**config.mk**
```make
export PLATFORM = sky130hd
export DESIGN_NAME = cls_display_arbiter
export DESIGN_NICKNAME = d
export VERILOG_FILES = /design/src/rtl/cls_pkg.sv /design/src/rtl/cls_display_arbiter_rr_pick.sv /design/src/rtl/cls_display_arbiter.sv
export SDC_FILE = /design/constraint.sdc
export NUM_CORES = 1
export LEC_CHECK = 0
export ABC_AREA = 1
export BUFFER_PORTS_ARGS = -buffer_cell sky130_fd_sc_hd__buf_2
export CAP_MARGIN = 20
export CORE_AREA = 2 2 244 246
export CTS_BUF_LIST = sky130_fd_sc_hd__clkbuf_16
export DETAILED_ROUTE_END_ITERATION = 7
export DIE_AREA = 0 0 246 248
export GPL_TIMING_DRIVEN = 0
export SLEW_MARGIN = 20
export SYNTH_ARGS = -nofsm -noshare
export SYNTH_HDL_FRONTEND = slang
export SYNTH_SLANG_ARGS = --single-unit
```
**constraint.sdc**
```tcl
create_clock -name clk -period 4 [get_ports clk]
set_input_delay 0.2 -clock clk [delete_from_list [all_inputs] [get_ports clk]]
set_output_delay 0.2 -clock clk [all_outputs]
set_load 0.005 [all_outputs]
```
**src/rtl/cls_pkg.sv**
```systemverilog
// ---------------------------------------------------------------------------
// cls_pkg
// Shared definitions for the PmodCLS display path.
//   - Arbiter FSM state encoding (IDLE/START/WAIT_END/HOLD/DONE) and the
//     enum type built on it.
//   - CLS_FRAME_W : default display frame width in bits (19 bytes).
//   - ESC_CLR     : "ESC [ j" clear-screen prefix that frame builders place
//                   in the top three bytes of every frame.
// ---------------------------------------------------------------------------
package cls_pkg;

    localparam logic [2:0] IDLE     = 3'd0;
    localparam logic [2:0] START    = 3'd1;
    localparam logic [2:0] WAIT_END = 3'd2;
    localparam logic [2:0] HOLD     = 3'd3;
    localparam logic [2:0] DONE     = 3'd4;

    typedef enum logic [2:0] {
        ST_IDLE     = IDLE,
        ST_START    = START,
        ST_WAIT_END = WAIT_END,
        ST_HOLD     = HOLD,
        ST_DONE     = DONE
    } state_t;

    localparam int CLS_FRAME_W = 152;

    localparam logic [23:0] ESC_CLR = 24'h1B5B6A;

endpackage

```
**src/rtl/cls_display_arbiter_rr_pick.sv**
```systemverilog
// ---------------------------------------------------------------------------
// rr_pick
// Combinational round-robin encoder: returns the index of the first set
// request bit at or after ptr_i, wrapping around NREQ.
// Ports:
//   req_i   [NREQ-1:0] request vector
//   ptr_i   [GW-1:0]   round-robin start position (0..NREQ-1)
//   idx_o   [GW-1:0]   selected index (0 when nothing requested)
//   valid_o            at least one request bit is set
// ---------------------------------------------------------------------------
module rr_pick #(
    parameter int NREQ = 3,
    parameter int GW   = $clog2(NREQ)
) (
    input  logic [NREQ-1:0] req_i,
    input  logic [GW-1:0]   ptr_i,
    output logic [GW-1:0]   idx_o,
    output logic            valid_o
);

    // cand[k] is the requester examined k-th, counting from the pointer.
    logic [GW-1:0]   cand [NREQ];
    logic [NREQ-1:0] hit;

    for (genvar gi = 0; gi < NREQ; gi++) begin : g_rot
        assign cand[gi] = GW'((int'(ptr_i) + gi) % NREQ);
        assign hit[gi]  = req_i[cand[gi]];
    end

    // Scan from the farthest candidate back towards the pointer so the
    // nearest set bit is the last (winning) assignment.
    always_comb begin
        idx_o   = '0;
        valid_o = |req_i;
        for (int k = NREQ - 1; k >= 0; k--) begin
            if (hit[k]) begin
                idx_o = cand[k];
            end
        end
    end

endmodule

```
**src/rtl/cls_display_arbiter.sv**
```systemverilog
// ---------------------------------------------------------------------------
// cls_display_arbiter
// Shares one PmodCLS SPI link between NREQ frame producers. Requesters are
// granted round-robin; the winning frame is latched, a single
// begin_transmission pulse is issued, and after end_transmission the image
// is held HOLD_CYCLES before the requester is acknowledged. If the SPI
// master never reports completion within TIMEOUT_CYCLES the requester gets
// an err pulse instead and the sticky timeout_flag is set.
// Ports:
//   clk, rst           clock, synchronous active-high reset
//   req [NREQ]         level requests, held until ack/err
//   frame_in           requester i frame at [i*FRAME_W +: FRAME_W]
//   ack/err [NREQ]     one-cycle completion / timeout pulse to the grantee
//   spi_data           latched frame for the SPI byte master
//   spi_begin          one-cycle begin_transmission pulse
//   spi_end            end_transmission from the SPI master
//   slave_select       active-low chip select
//   busy               high from grant through the ack/err cycle
//   grant_id           index of current or last grant
//   timeout_flag       sticky timeout indicator
// ---------------------------------------------------------------------------
module cls_display_arbiter
    import cls_pkg::*;
#(
    parameter int  NREQ           = 3,
    parameter int  FRAME_W        = CLS_FRAME_W,
    parameter int  HOLD_CYCLES    = 125_000_000,
    parameter int  TIMEOUT_CYCLES = 250_000_000,
    parameter int  CNT_W          = 28,
    localparam int GW             = $clog2(NREQ)
) (
    input  logic                    clk,
    input  logic                    rst,
    input  logic [NREQ-1:0]         req,
    input  logic [NREQ*FRAME_W-1:0] frame_in,
    output logic [NREQ-1:0]         ack,
    output logic [NREQ-1:0]         err,
    output logic [FRAME_W-1:0]      spi_data,
    output logic                    spi_begin,
    input  logic                    spi_end,
    output logic                    slave_select,
    output logic                    busy,
    output logic [GW-1:0]           grant_id,
    output logic                    timeout_flag
);

    localparam logic [CNT_W-1:0] HOLD_LAST    = CNT_W'(HOLD_CYCLES - 1);
    localparam logic [CNT_W-1:0] TIMEOUT_LAST = CNT_W'(TIMEOUT_CYCLES - 1);

    state_t             state_q, state_d;
    logic [GW-1:0]      ptr_q, ptr_d;
    logic [CNT_W-1:0]   cnt_q, cnt_d;
    logic [FRAME_W-1:0] spi_data_q, spi_data_d;
    logic               spi_begin_q, spi_begin_d;
    logic               ss_q, ss_d;
    logic [NREQ-1:0]    ack_q, ack_d;
    logic [NREQ-1:0]    err_q, err_d;
    logic               busy_q, busy_d;
    logic [GW-1:0]      gid_q, gid_d;
    logic               tflag_q, tflag_d;

    logic [FRAME_W-1:0] frames [NREQ];
    logic [GW-1:0]      pick_idx;
    logic               pick_valid;

    for (genvar gi = 0; gi < NREQ; gi++) begin : g_frames
        assign frames[gi] = frame_in[gi*FRAME_W +: FRAME_W];
    end

    rr_pick #(
        .NREQ (NREQ),
        .GW   (GW)
    ) u_rr_pick (
        .req_i   (req),
        .ptr_i   (ptr_q),
        .idx_o   (pick_idx),
        .valid_o (pick_valid)
    );

    always_ff @(posedge clk) begin
        if (rst) begin
            state_q     <= ST_IDLE;
            ptr_q       <= '0;
            cnt_q       <= '0;
            spi_data_q  <= '0;
            spi_begin_q <= 1'b0;
            ss_q        <= 1'b1;
            ack_q       <= '0;
            err_q       <= '0;
            busy_q      <= 1'b0;
            gid_q       <= '0;
            tflag_q     <= 1'b0;
        end else begin
            state_q     <= state_d;
            ptr_q       <= ptr_d;
            cnt_q       <= cnt_d;
            spi_data_q  <= spi_data_d;
            spi_begin_q <= spi_begin_d;
            ss_q        <= ss_d;
            ack_q       <= ack_d;
            err_q       <= err_d;
            busy_q      <= busy_d;
            gid_q       <= gid_d;
            tflag_q     <= tflag_d;
        end
    end

    always_comb begin
        state_d     = state_q;
        ptr_d       = ptr_q;
        cnt_d       = cnt_q;
        spi_data_d  = spi_data_q;
        spi_begin_d = spi_begin_q;
        ss_d        = ss_q;
        ack_d       = ack_q;
        err_d       = err_q;
        busy_d      = busy_q;
        gid_d       = gid_q;
        tflag_d     = tflag_q;

        unique case (state_q)
            ST_IDLE: begin
                if (pick_valid) begin
                    spi_data_d  = frames[pick_idx];
                    gid_d       = pick_idx;
                    busy_d      = 1'b1;
                    ss_d        = 1'b0;
                    spi_begin_d = 1'b1;
                    state_d     = ST_START;
                end
            end
            ST_START: begin
                // spi_end is deliberately not looked at here: a stale
                // completion from the master must not end this transfer.
                spi_begin_d = 1'b0;
                cnt_d       = '0;
                state_d     = ST_WAIT_END;
            end
            ST_WAIT_END: begin
                if (spi_end) begin
                    ss_d    = 1'b1;
                    cnt_d   = '0;
                    state_d = ST_HOLD;
                end else if (cnt_q == TIMEOUT_LAST) begin
                    ss_d          = 1'b1;
                    err_d[gid_q]  = 1'b1;
                    tflag_d       = 1'b1;
                    state_d       = ST_DONE;
                end else begin
                    cnt_d = cnt_q + 1'b1;
                end
            end
            ST_HOLD: begin
                if (cnt_q == HOLD_LAST) begin
                    ack_d[gid_q] = 1'b1;
                    state_d      = ST_DONE;
                end else begin
                    cnt_d = cnt_q + 1'b1;
                end
            end
            ST_DONE: begin
                ack_d   = '0;
                err_d   = '0;
                busy_d  = 1'b0;
                // Next search starts just past the requester just served.
                ptr_d   = (gid_q == GW'(NREQ - 1)) ? '0 : gid_q + 1'b1;
                state_d = ST_IDLE;
            end
            default: begin
                state_d = ST_IDLE;
            end
        endcase
    end

    assign spi_data     = spi_data_q;
    assign spi_begin    = spi_begin_q;
    assign slave_select = ss_q;
    assign ack          = ack_q;
    assign err          = err_q;
    assign busy         = busy_q;
    assign grant_id     = gid_q;
    assign timeout_flag = tflag_q;

endmodule
```
Word-level counts from Yosys, hierarchy flattened

Index checks and enable logic that the tools add are counted.
Widths: inputs -> output; s select.

Register bits after elaboration: 197
Latch bits: 0
RAM bits: 0
Memory bits (read-only): 0
Input port bits: 462
Output and inout port bits: 164
Logic and storage cells: 96
Memories kept: 0

Add/subtract/negate cells: 4
Multipliers: 0
Div/mod/pow operators: 3
Order comparisons: 6
Equality and inequality tests: 14
Shift-type cells: 0
Multiplexer cells: 36
Bitwise logic cells: 4
Reduce and logical (&&, ||, !) cells: 18

Operator list:

| cell                  | count |
|---|---|
| $bmux 152 s2          | 1 |
| $mux 152              | 2 |
| $mux 28               | 3 |
| $pmux 28 s3           | 1 |
| $mod 32x3->32 const B | 2 |
| $mod 3x3->32 const B  | 1 |
| $add 28x1->28 const B | 1 |
| $eq 28x27->1 const B  | 1 |
| $eq 28x28->1 const B  | 1 |
| $mux 3                | 7 |
| $reduce_and 3->1      | 5 |
| $lt 2x3->1 const B    | 4 |
| $pmux 3 s2            | 2 |
| $pmux 3 s4            | 1 |
| $ne 2x2->1 const B    | 5 |
| $reduce_bool 2->1     | 5 |
| $mux 1                | 8 |
| $mux 2                | 4 |
| $reduce_and 2->1      | 4 |
| $bmux 1 s2            | 3 |
| $eq 3x2->1 const B    | 2 |
| $ne 3x3->1 const B    | 2 |
| $or 3x3->3            | 2 |
| $pmux 1 s2            | 3 |
| other kinds (15)      | 15 |

Logic depth before layout (Yosys ltp)

Depth in word-level cells: 11
Gate-level depth with buffers: 16
Depth with buffers taken out: 14

By module

Synthesis repeated with hierarchy kept, for this count alone.

Cells, all modules: 1,665
Area, all modules: 10,855.4 µm²

By module, submodules not included:

| module              | instances | cells each | area each (µm²) | seq. area each (µm²) |
|---|---|---|---|---|
| cls_display_arbiter | 1         | 1,630      | 10,670.2        | 3,943.8 |
| rr_pick             | 1         | 35         | 185.2           | 0.0 |

Worst setup path after synthesis

OpenSTA, ideal clock, no wires.

Kind: register -> register
Start point: register ptr_q[0]
End point: register spi_data_q[101] (netlist: spi_data[101])
Setup time: 132 ps
Data arrival time: 1,757 ps
Required time: 3,868 ps
Setup slack: 2,111 ps
Cell stages (with the launch flop): 15
Path buffers: 2
Period minus slack after synthesis: 1,889 ps
Cell sequence: dfxtp_1 -> inv_1 -> ha_1 -> inv_1 -> nand2_1 -> nand3_1 -> nand2_1 -> nand2_1 -> nand3b_1 -> buf_4 -> nand2_4 -> clkbuf_1 -> nand2_1 -> nand3_1 -> a21oi_1

Longest elaborated chain between the ends: 11
Elaborated cells on any way between the ends: 18
Classes of those cells: add/sub: 2; div: 3; mux: 12; bitwise: 1

Ends and longest elaborated chain:

| item                                           | line                              | text |
|---|---|---|
| from (decl)                                    | cls_display_arbiter.sv:51         | `logic [GW-1:0] ptr_q, ptr_d;` |
| from (signal assigned)                         | cls_display_arbiter.sv:95         | `ptr_q <= ptr_d;` |
| $add 2x2->3                                    | cls_display_arbiter_rr_pick.sv:26 | `assign cand[gi] = GW'((int'(ptr_i) + gi) % NREQ);` |
| $mod 32x3->32                                  | cls_display_arbiter_rr_pick.sv:26 |  |
| $bmux 1 s2                                     | cls_display_arbiter_rr_pick.sv:27 | `assign hit[gi] = req_i[cand[gi]];` |
| $mux 1 (implied by the code)                   | cls_display_arbiter_rr_pick.sv:27 |  |
| $mux 2 (2 in series)                           | cls_display_arbiter_rr_pick.sv:36 | `if (hit[k]) begin` |
| $mux 2 *                                       | cls_display_arbiter_rr_pick.sv:36 |  |
| $not 2->3 (implied by the code) *              | cls_display_arbiter.sv:124        | `spi_data_d = frames[pick_idx];` |
| $bmux 152 s2 *                                 | cls_display_arbiter.sv:124        |  |
| $mux 152 (implied by the code) * (2 in series) | cls_display_arbiter.sv:124        |  |
| to (signal assigned)                           | cls_display_arbiter.sv:97         | `spi_data_q <= spi_data_d;` |
| to (decl)                                      | cls_display_arbiter.sv:53         | `logic [FRAME_W-1:0] spi_data_q, spi_data_d;` |

Mark *: on every way between the ends. The rest lies on a longest branch, timed or not. The select of a mux whose other input is x is not followed.
A chain may end at the register's enable or synchronous reset.

Worst setup path in the final report

Start point: register ptr_q[0]
End point: register spi_data_q[138] (netlist: spi_data[138])

The elaborated chain is that of the path after synthesis.

==> summary.md <==
| Metric | Value |
|---|---|
| Status | finished, final reports clean |
| Crit Reg-Reg Endpoint | spi_data[138] |
| Total gr overflow | 0 |
| Worst vdd ir | ~0.34 mV |
| RSZ-0062 raised after global routing | false |
| I/O pin total | between 600 and 700 |
| First-pass GRT wire length | just over 90,000 um |
| Critical-path cell list | inv_1 -> ha_1 -> inv_1 -> nand2_1 -> nand3_1 -> nand2_1 -> nand2_1 -> nand2_2 -> inv_2 -> nor2_1 -> buf_2 -> nand3_1 -> a21oi_1 |
| DP Cell Count | roughly 3,600 |
| Layout cells sized above 1 | 0.257 |
| Endpoints failing hold | 0 |
| Slew margin rel. | 0.301 |
| Seq/Total Area, Yosys | 0.305 |
| CP arrival | between 3 and 4 ns |
| Worst Reg-to-Reg Cells | 13 |
| Total GRT Usage | 0.205 |
| Pin count of the biggest net entering global routing | 19 |
| Worst hold path class | primary input to register |
| DRC marker count from the first detailed-route iteration | around 1,000 |
| Synthesized cell area | approximately 13,000 um^2 |
| Critical path endpoint category | register |
| Reg2reg start | ptr_q[0] |
| Gpl congestion | slightly above 0.9 |
| # rows | slightly below 90 |
| Synth Area per Inst | slightly below 6 um^2 |
| Drt via density | between 4 and 5 |
| Post-Route WL | roughly 66,000 um |
| WL/cell | 18.0 um |
| CP max FO | 10 |
| Hold path cells | 3 |
| Initial antenna violation count | 6 |
| Clock Sinks | approximately 200 |
| Number of setup violations in the final report | 0 |
| Hold-fix buffers at CTS | 54 |
| DRT antenna net count | 0 |
| Final core occ | 0.310 |
| Vias in the first global route | 15,000 |
| First-pass DRT Iterations | 5 |
| Hold Startpoint | frame_in[420] |
| Max Cap Viol | 0 |
| Initial core utilization | 0.221 |
| Die Ht | ~250 um |
| Clk_lat worst skew | roughly 0.5 ns |
| Power per cell area | ~630 nW/um^2 |
| Critical Path RT | between 4 and 5 ns |
| Full die area | 61,000 um^2 |
| Synth-to-Final Area Change | 40.2% |
| PortBufs | approximately 620 |
| Max clock buf depth | 2 |
| Post-cts gate resize count | 0 |
| Leakage dissipation | 10.1 nW |
| CTS clock-pin slew for the worst setup and hold paths | around 0.08 ns |
| Power, Total | approximately 11 mW |
| Crit path top cell by count | nand2_1 |
| Synth warn | 0 |
| Die W | ~250 um |
| HPWL after DPL | ~53,000 um |
| CTS tree | done |
| Setup repair bufs after CTS | 0 |
| Cells after Synth | approximately 2,200 |
| Worst Skew | 0.0180 ns |
| Seq cells post-synth | 197 |
| Drt drc | 0 |
| Slowest CP cell | nor2_1 |
| Worst Tran Pin Value | about 1.0 ns |
| Core outline area | 58,500 um^2 |
| Nets | about 3,400 |
| Synth cell types | 34 |
| Fin crit share | 0.847 |
| Max-slew violations | 0 |
| CP startpoint kind | register |
| Non-filler cells, final | between 3,000 and 4,000 |
| Fmax | slightly below 300 MHz |
| Syn_nets | 2,661 |
| Worst R2R Setup Slack | between 0.6 and 0.7 ns |
| Clock root cell | clkbuf_16 |
| Hold path endpoint | spi_data[116] |
| Critical path's largest stage delay | 0.59 ns |
| Vias | ~17,000 |
| Total negative setup slack | 0 ns |
| Num CTS Buffers | 17 |
| Critical path class | register to register |
| H-tree depth | 4 |
| Minimum clock period | 3.39 ns |
worst max-delay path, delay by kind of cell, from the launching register on:
family / cells / cell delay, ns
adders and majority gates: 1 / 0.36
DFF: 1 / 0.34
buffers and inverters: 4 / 0.85
AOI/OAI and AO/OA: 1 / 0.23
and+or+nand+nor: 7 / 1.51
placed cells by master (no fill, tap or decap), types with 2 or more instances in the layout:
master / instances
a211oi_1: 3
a21oi_1: 146
buf_1: 9
buf_2: 679
buf_4: 2
buf_6: 11
clkbuf_1: 67
clkbuf_16: 17
clkinv_1: 2
clkinv_4: 2
dfxtp_1: 197
diode_2: 3
dlygate4sd3_1: 54
ha_1: 3
inv_1: 344
inv_2: 6
inv_6: 4
inv_8: 4
nand2_1: 726
nand2_2: 4
nand3_1: 287
nand3_2: 2
nand3b_1: 106
nand4_1: 17
nor2_1: 70
nor2_2: 4
nor2_4: 2
nor3_1: 5
nor3_2: 2
o2111a_1: 5
o2111ai_1: 3
o21ai_0: 110
or2_2: 3
xor2_1: 2
cell families after synthesis:
| logic type | synth area share |
|---|---|
| XOR/XNOR | 0.00136 |
| flip-flops | 0.305 |
| AO/OA/AOI/OAI | 0.110 |
| adder cells (fa/ha/maj) | 0.00291 |
| AND/OR/NAND/NOR | 0.425 |
| buffers and inverters | 0.155 |
layer usage:
metal | track usage | up-vias | wire, um
met2 | 0.332 | 661 | 30300
met5 | 0 | - | 13
met4 | 0.0704 | 2 | 1680
li1 | - | 8294 | -
met3 | 0.0523 | 88 | 5030
met1 | 0.265 | 7507 | 29100
cells in the mapped netlist, drive strengths merged:
library cell    n  area [um^2]
o21bai          1         7.51
a21oi         146          731
nand4          17          106
a211oi          3         22.5
o21ai         110          551
nand3         289         1460
a21boi          1         7.51
a31o            1         8.76
or2             3         18.8
a21o            1         7.51
buf            76          437
nor2           76          310
nand3b        106          796
clkbuf         67          251
clkinv          1         3.75
o2111ai         3         26.3
xor2            2         17.5
nand2         731         2760
nor3            7         45.0
ha              3         37.5
o22ai           1         6.26
inv           349         1310
o2111a          5         56.3
dfxtp         197         3940
metrics by stage:
| stage | hold WS, ns | area [um^2] | worst slack [ns] |
|---|---|---|---|
| 2_1_floorplan | 0.338 | 12900 | 2.11 |
| 3_3_place_gp | 0.423 | 17000 | 0.464 |
| 3_5_place_dp | 0.427 | 17000 | 0.488 |
| 4_1_cts | 0.000941 | 18100 | 0.434 |
| 5_1_grt | 0.0133 | 18100 | 0.277 |
| 6_report | 0.0223 | 18100 | 0.611 |
flip-flops by register name, summed over array words and instances, names as in the netlist:
| register | count |
|---|---|
| spi_data | 152 |
| cnt_q | 28 |
| ack | 3 |
| err | 3 |
| state_q | 3 |
| grant_id | 2 |
| ptr_q | 2 |
| busy | 1 |
| slave_select | 1 |
| spi_begin | 1 |
| timeout_flag | 1 |
worst max path at each step:
stage                                to     start  slack, ns  cells after the start
final                     spi_data[138]  ptr_q[0]       0.61                     13
after global routing      spi_data[138]  ptr_q[0]       0.28                     13
after CTS                 spi_data[138]  ptr_q[0]       0.43                     13
after detailed placement  spi_data[138]  ptr_q[0]       0.49                     13
after global placement    spi_data[138]  ptr_q[0]       0.46                     13
after floorplan           spi_data[101]  ptr_q[0]       2.11                     14
report_power, final:
group	internal [mW]	total, mW	leakage, nW	switching, mW
Sequential	2.73	3.17	1.63	0.441
Clock	0.814	1.76	0.271	0.948
Combinational	2.15	6.42	8.17	4.27
Total	5.69	11.4	10.1	5.66
final cells by class:
class,instances,area [um^2]
Fill cell,6615,40400
Multi-Input combinational cell,1506,6970
Sequential cell,197,3940
Timing Repair Buffer,679,3670
Inverter,350,1310
Tap cell,773,967
Buffer,143,688
Clock buffer,17,425
Clock inverter,14,118
Antenna cell,3,7.51
No activity file was read; power rests on OpenSTA's default activity.
